[src/rtl/car_motion_ctrl_if.sv]
// Request-processor <-> car motion controller signal bundle.
// The master side (request processor / door timer) drives the needs, the
// request mask and endOpen; the slave side (motion controller) returns the
// car position, direction and door/motion status.
interface car_motion_ctrl_if;
  logic       up_need;
  logic       down_need;
  logic [3:0] allReq_reg;
  logic       endOpen;
  logic [3:0] position;
  logic [1:0] floor_num;
  logic [1:0] ud_mode;
  logic       StOpen;
  logic       moving;

  modport master (
    output up_need, down_need, allReq_reg, endOpen,
    input  position, floor_num, ud_mode, StOpen, moving
  );

  modport slave (
    input  up_need, down_need, allReq_reg, endOpen,
    output position, floor_num, ud_mode, StOpen, moving
  );
endinterface

[src/rtl/car_motion_ctrl.sv]
// Car motion controller: moves the car one floor at a time in the direction
// requested by the request processor, stops at requested floors or at the end
// of travel, runs a door cycle, then resumes, reverses or goes idle.
// All outputs are registered (Moore style).
module car_motion_ctrl #(
  parameter int FLOOR_TICKS = 8
) (
  input logic            clk,
  input logic            rst_n,
  car_motion_ctrl_if.slave bus
);

  typedef enum logic [2:0] {
    IDLE     = 3'd0,
    MOVE     = 3'd1,
    ARRIVE   = 3'd2,
    DOOR     = 3'd3,
    DOOR_END = 3'd4
  } state_t;

  localparam logic [1:0] UD_STOP = 2'b00;
  localparam logic [1:0] UD_UP   = 2'b01;
  localparam logic [1:0] UD_DOWN = 2'b10;

  localparam logic [6:0] CNT_LAST = 7'(FLOOR_TICKS - 1);

  state_t     state_q, state_d;
  logic [3:0] pos_q, pos_d;
  logic [1:0] floor_q, floor_d;
  logic [1:0] ud_q, ud_d;
  logic       stopen_q, stopen_d;
  logic       moving_q, moving_d;
  logic [6:0] cnt_q, cnt_d;

  // Direction-relative view of the needs and shaft ends.
  logic going_up;
  logic dir_need;
  logic opp_need;
  logic dir_end;
  logic opp_end;

  assign going_up = (ud_q == UD_UP);
  assign dir_need = going_up ? bus.up_need : bus.down_need;
  assign opp_need = going_up ? bus.down_need : bus.up_need;
  assign dir_end  = going_up ? pos_q[3] : pos_q[0];
  assign opp_end  = going_up ? pos_q[0] : pos_q[3];

  // Next-state and next-output logic for the motion FSM.
  always_comb begin
    state_d = state_q;
    pos_d   = pos_q;
    floor_d = floor_q;
    ud_d    = ud_q;
    cnt_d   = cnt_q;

    case (state_q)
      IDLE: begin
        ud_d = UD_STOP;
        if (bus.up_need && !pos_q[3]) begin
          state_d = MOVE;
          ud_d    = UD_UP;
          cnt_d   = '0;
        end else if (bus.down_need && !pos_q[0]) begin
          state_d = MOVE;
          ud_d    = UD_DOWN;
          cnt_d   = '0;
        end
      end

      MOVE: begin
        if (cnt_q == CNT_LAST) begin
          cnt_d   = '0;
          state_d = ARRIVE;
          // Shift guards keep the position one-hot even if ud_q were stale.
          if (going_up && !pos_q[3]) begin
            pos_d   = pos_q << 1;
            floor_d = floor_q + 2'd1;
          end else if (!going_up && !pos_q[0]) begin
            pos_d   = pos_q >> 1;
            floor_d = floor_q - 2'd1;
          end
        end else begin
          cnt_d = cnt_q + 7'd1;
        end
      end

      ARRIVE: begin
        if (((bus.allReq_reg & pos_q) != 4'b0000) || dir_end || !dir_need) begin
          state_d = DOOR;
        end else begin
          state_d = MOVE;
          cnt_d   = '0;
        end
      end

      DOOR: begin
        if (bus.endOpen) begin
          state_d = DOOR_END;
        end
      end

      DOOR_END: begin
        if (dir_need && !dir_end) begin
          state_d = MOVE;
          cnt_d   = '0;
        end else if (opp_need && !opp_end) begin
          state_d = MOVE;
          ud_d    = going_up ? UD_DOWN : UD_UP;
          cnt_d   = '0;
        end else begin
          state_d = IDLE;
          ud_d    = UD_STOP;
        end
      end

      default: begin
        state_d = IDLE;
        ud_d    = UD_STOP;
        cnt_d   = '0;
      end
    endcase

    // Door request and motion flag follow the state being entered.
    stopen_d = (state_d == DOOR);
    moving_d = (state_d == MOVE);
  end

  // State and registered-output update with asynchronous reset.
  always_ff @(posedge clk or negedge rst_n) begin
    if (!rst_n) begin
      state_q  <= IDLE;
      pos_q    <= 4'b0001;
      floor_q  <= 2'd0;
      ud_q     <= UD_STOP;
      stopen_q <= 1'b0;
      moving_q <= 1'b0;
      cnt_q    <= '0;
    end else begin
      state_q  <= state_d;
      pos_q    <= pos_d;
      floor_q  <= floor_d;
      ud_q     <= ud_d;
      stopen_q <= stopen_d;
      moving_q <= moving_d;
      cnt_q    <= cnt_d;
    end
  end

  assign bus.position  = pos_q;
  assign bus.floor_num = floor_q;
  assign bus.ud_mode   = ud_q;
  assign bus.StOpen    = stopen_q;
  assign bus.moving    = moving_q;

endmodule

[src/flat_wrapper.sv]
// flat-port wrapper written by rule: the top's interface ports become plain ports
module car_motion_ctrl_flat 
#(
  parameter int FLOOR_TICKS = 8
)
  (clk, rst_n, bus_up_need, bus_down_need, bus_allReq_reg, bus_endOpen, bus_position, bus_floor_num, bus_ud_mode, bus_StOpen, bus_moving);
  car_motion_ctrl_if bus_i ();
  input logic clk;
  input logic rst_n;
  input wire logic [$bits(bus_i.up_need)-1:0] bus_up_need;
  input wire logic [$bits(bus_i.down_need)-1:0] bus_down_need;
  input wire logic [$bits(bus_i.allReq_reg)-1:0] bus_allReq_reg;
  input wire logic [$bits(bus_i.endOpen)-1:0] bus_endOpen;
  output wire logic [$bits(bus_i.position)-1:0] bus_position;
  output wire logic [$bits(bus_i.floor_num)-1:0] bus_floor_num;
  output wire logic [$bits(bus_i.ud_mode)-1:0] bus_ud_mode;
  output wire logic [$bits(bus_i.StOpen)-1:0] bus_StOpen;
  output wire logic [$bits(bus_i.moving)-1:0] bus_moving;
  assign bus_i.up_need = bus_up_need;
  assign bus_i.down_need = bus_down_need;
  assign bus_i.allReq_reg = bus_allReq_reg;
  assign bus_i.endOpen = bus_endOpen;
  assign bus_position = bus_i.position;
  assign bus_floor_num = bus_i.floor_num;
  assign bus_ud_mode = bus_i.ud_mode;
  assign bus_StOpen = bus_i.StOpen;
  assign bus_moving = bus_i.moving;
  car_motion_ctrl #(.FLOOR_TICKS(FLOOR_TICKS)) u_core (.clk(clk), .rst_n(rst_n), .bus(bus_i));
endmodule
[config.mk]
export PLATFORM = sky130hd
export DESIGN_NAME = car_motion_ctrl_flat
export DESIGN_NICKNAME = d
export VERILOG_FILES = /design/src/rtl/car_motion_ctrl_if.sv /design/src/rtl/car_motion_ctrl.sv /design/src/flat_wrapper.sv
export SDC_FILE = /design/constraint.sdc
export NUM_CORES = 1
export LEC_CHECK = 0
export ABC_AREA = 1
export CORE_MARGIN = 3
export CORE_UTILIZATION = 55
export CTS_CLUSTER_DIAMETER = 120
export DETAILED_ROUTE_END_ITERATION = 6
export MAX_ROUTING_LAYER = met4
export PLACE_DENSITY_LB_ADDON = 0.2
export SLEW_MARGIN = 20
export SYNTH_ARGS = -nofsm -noshare
export SYNTH_HDL_FRONTEND = slang
export SYNTH_SLANG_ARGS = --single-unit
[constraint.sdc]
create_clock -name clk -period 2.85 [get_ports clk]
set_input_delay 0.4275 -clock clk [delete_from_list [all_inputs] [get_ports clk]]
set_output_delay 0.4275 -clock clk [all_outputs]
set_load 0.02 [all_outputs]
==> key figures <==
Logic synthesis
  • Number of flops mapped to enable cells by yosys: 0
  • Avg Cell Area, Syn: 7.65 µm²
  • Simple-gate share of the synthesized area: 39.3%
  • Asr flop ratio synth: 100%
  • Xor and xnor fraction of the mapped netlist area: 3.07%
  • Largest family of logic cells by synthesized area: simple AND/OR/NAND/NOR gates
  • Synth Warn #: 0
  • Mux cell area share after synthesis: 0%
  • Post-synth cell types: 27
  • Post-synth design cell area: 1140 µm²
  • Synth Area in Adders: 1.10%
  • Sequential share of the synthesized area: 44.0%
  • Synthesized Nets: 159
  • Post-synth top cells: 54 x nand2_1, 20 x inv_1, 19 x dfrtp_1
  • Count leader, synth: nand2_1
  • Top_reg_cell synth: dfrtp_1
  • Synth Area in Compound Gates: 5.27%
  • Area leader, netlist: dfrtp_1
  • Synth area leaders: dfrtp_1 42%, nand2_1 18%, inv_1 6.6%
  • Post-synthesis register bit count: 20
  • Top cell type's share of synthesized area: 41.7%
  • Post-Synthesis Cells: 149

Outcome
  • Status: completed

Final layout
  • Fin cells: 196
  • Final #Nets: 182
  • Fill cell count: 142
  • Area Growth Syn to Fin: 20.9%
  • # diodes: 0
  • Layout cells sized above 1: 8.77%

Floorplanning
  • Row cnt: 15
  • Ports: 19
  • Starting Density: 62.0%
  • Die area: 2650 µm²
  • DIE HEIGHT: 51.5 µm
  • Core area: 1840 µm²
  • Chip width: 51.5 µm

GRT
  • Global route overflow: 0
  • Global-route wire length before repair: 4070 µm
  • Pin count of the biggest net entering global routing: 21
  • GRT Total Usage: 21.3%
  • Initial antenna violation count: 0
  • Vias in the first global route: 1004

Critical path
  • Setup crit end kind: output pin
  • Critical path buffers and inverters: 1
  • Setup crit end: bus_position[0]
  • CP top delay family: buffers and inverters
  • CP Cell Sequence: clkdlybuf4s50_1
  • Flop2flop setup slack: 1220 ps
  • Startpoint types: flip-flop
  • WP data arrival: 1480 ps
  • CP max FO: 3
  • Data required, critical path: 2420 ps
  • Worst path max stage delay: 610 ps
  • Crit path from: u_core.bus.position[0]$_DFFE_PN1P_
  • CP max stage cell: clkdlybuf4s50_1
  • Worst reg2reg endpoint: u_core.cnt_q[3]$_DFFE_PN0P_
  • FF-to-FF path depth: 8
  • Critical path class: flip-flop to output pin
  • Reg-to-Reg Start: u_core.bus.position[3]$_DFFE_PN0P_
  • Crit path depth: 1

Route
  • DR WL met2: 1170 µm
  • Vias/cell: 5.05
  • DRC: 0
  • Highest routed layer: met4
  • Post-Route M1 WL: 1000 µm
  • WL per Instance: 11.9 µm
  • WL met3: 115 µm
  • Final wirelength: 2330 µm
  • ANT nets after route: 0
  • Initial DRC Count: 9
  • Total iterations of the first detailed-routing run: 4
  • Via count of the routed design: 989

Clocking
  • Clock Pin Slew Worst Setup and Hold Paths: 110 ps
  • CTS root buf: clkbuf_4
  • CTS Hold Buffers Added: 0
  • TritonCTS Buffers: 3
  • CTS tree: built
  • Clock Path Buffers: 2
  • Clock Latency Late Sink: 310 ps
  • CTS H-tree lvls: 1
  • Post-CTS Resized: 0
  • Sink Count: 20
  • Post-CTS setup buffers: 0

Place
  • Dpl hpwl: 1830 µm
  • Dpl cells: 192
  • Worst slack, placed: 1100 ps
  • GPL Wtd Cong: 0.766
  • PortBufs: 18

Pwr
  • P per Cell Area: 904 nW/µm²
  • Leak: 0.706 nW
  • Peak VDD IR: 746 µV

STA
  • Final setup violation count: 0
  • Fin. Hold Viols: 0
  • Period minus WS final: 1900 ps
  • Normalized max-slew margin: 40.3%
  • TNS Setup: 0 ps
  • Fmax achieved: 525 MHz
  • Final worst path period share: 66.8%
  • Final worst slack: 945 ps
  • Max Slew Vio Count: 0
  • RSZ-0062 raised after global routing: no
  • Worst slew pin tran: 893 ps
  • Clk_skew: 4.40 ps

Min path
  • Hold crit path type: flip-flop to flip-flop

Job
  • Max Cap Viol: 0
how the worst min path moves through the flow:
stage	start	to	slack [ps]	cells after the start
after floorplan	rst_n	u_core.bus.StOpen$_DFF_PN0_	130	0
after global placement	u_core.cnt_q[6]$_DFFE_PN0P_	u_core.cnt_q[6]$_DFFE_PN0P_	460	2
after detailed placement	u_core.cnt_q[6]$_DFFE_PN0P_	u_core.cnt_q[6]$_DFFE_PN0P_	470	2
after CTS	u_core.cnt_q[6]$_DFFE_PN0P_	u_core.cnt_q[6]$_DFFE_PN0P_	490	2
after global routing	u_core.cnt_q[6]$_DFFE_PN0P_	u_core.cnt_q[6]$_DFFE_PN0P_	520	2
final	u_core.cnt_q[6]$_DFFE_PN0P_	u_core.cnt_q[6]$_DFFE_PN0P_	490	2
sequential cells by signal, indices dropped and copies added, names as in the netlist:
register / flops
u_core.state_q: 3
u_core.bus.StOpen: 1
u_core.bus.moving: 1
u_core.cnt_q: 7
u_core.bus.ud_mode: 2
u_core.bus.floor_num: 2
u_core.bus.position: 4
layout by cell type (no fill, tap or decap):
cell,synthesis,final
nor2_1,11,11
nand2_1,54,54
nand2_2,1,1
o21ai_1,2,2
clkbuf_4,0,3
nor3_4,1,1
inv_2,2,2
or2_0,1,1
clkdlybuf4s50_1,0,18
dfstp_2,1,1
nand3_2,1,1
nor3_1,4,4
clkbuf_1,0,1
inv_1,20,20
o211ai_1,2,2
nor2_8,1,1
ha_1,1,1
xor2_1,3,3
nand3_1,9,9
xnor2_1,1,1
nand3b_1,1,1
nand2_4,1,1
nor2_2,1,1
a21oi_1,1,1
dfrtp_1,19,19
nand4_1,2,2
nor3_2,1,1
o21ai_0,6,6
nand3b_2,1,1
nand4_4,1,1
cells by family (layout without fill, tap and decap cells):
kind of cell / count (synthesis) / in the layout
xor gates and xnor gates: 4 / 4
DFF: 20 / 20
adders and majority gates: 1 / 1
AOI/OAI and AO/OA: 11 / 11
buffers and inverters: 22 / 44
and+or+nand+nor: 91 / 91
area by class of cell:
type                       count  area [µm²]  area share, %
multi-input combinational    107         556           40.3
inverter                      22        82.6           5.99
sequential                    20         502           36.4
timing repair buffer          18         180           13.1
tap                           25        31.3           2.27
clock buffer                   4        26.3           1.91
routing by layer:
layer,up-vias,track usage (%)
met4,0,10.0
met3,6,4.58
met2,21,37.5
met1,454,22.7
li1,508,-
met5,-,-
where the power goes:
part / total [mW] / leakage, nW / switching, mW / internal [mW]
Clock: 0.146 / 0.0150 / 0.0913 / 0.0548
Sequential: 0.465 / 0.259 / 0.0880 / 0.377
Combinational: 0.634 / 0.431 / 0.393 / 0.241
Total: 1.25 / 0.706 / 0.572 / 0.674
per-stage QoR:
stage                     hold WS (ps)  instance area [µm²]  power (mW)  util [%]
after floorplan                    132                 1140       0.903         -
after global placement             456                 1350        1.08      73.5
after detailed placement           470                 1350        1.11      73.5
after CTS                          495                 1380        1.25      74.9
final                              491                 1380        1.25      74.9
after global routing               517                 1380        1.36      74.9
No activity file was read; power rests on OpenSTA's default activity.
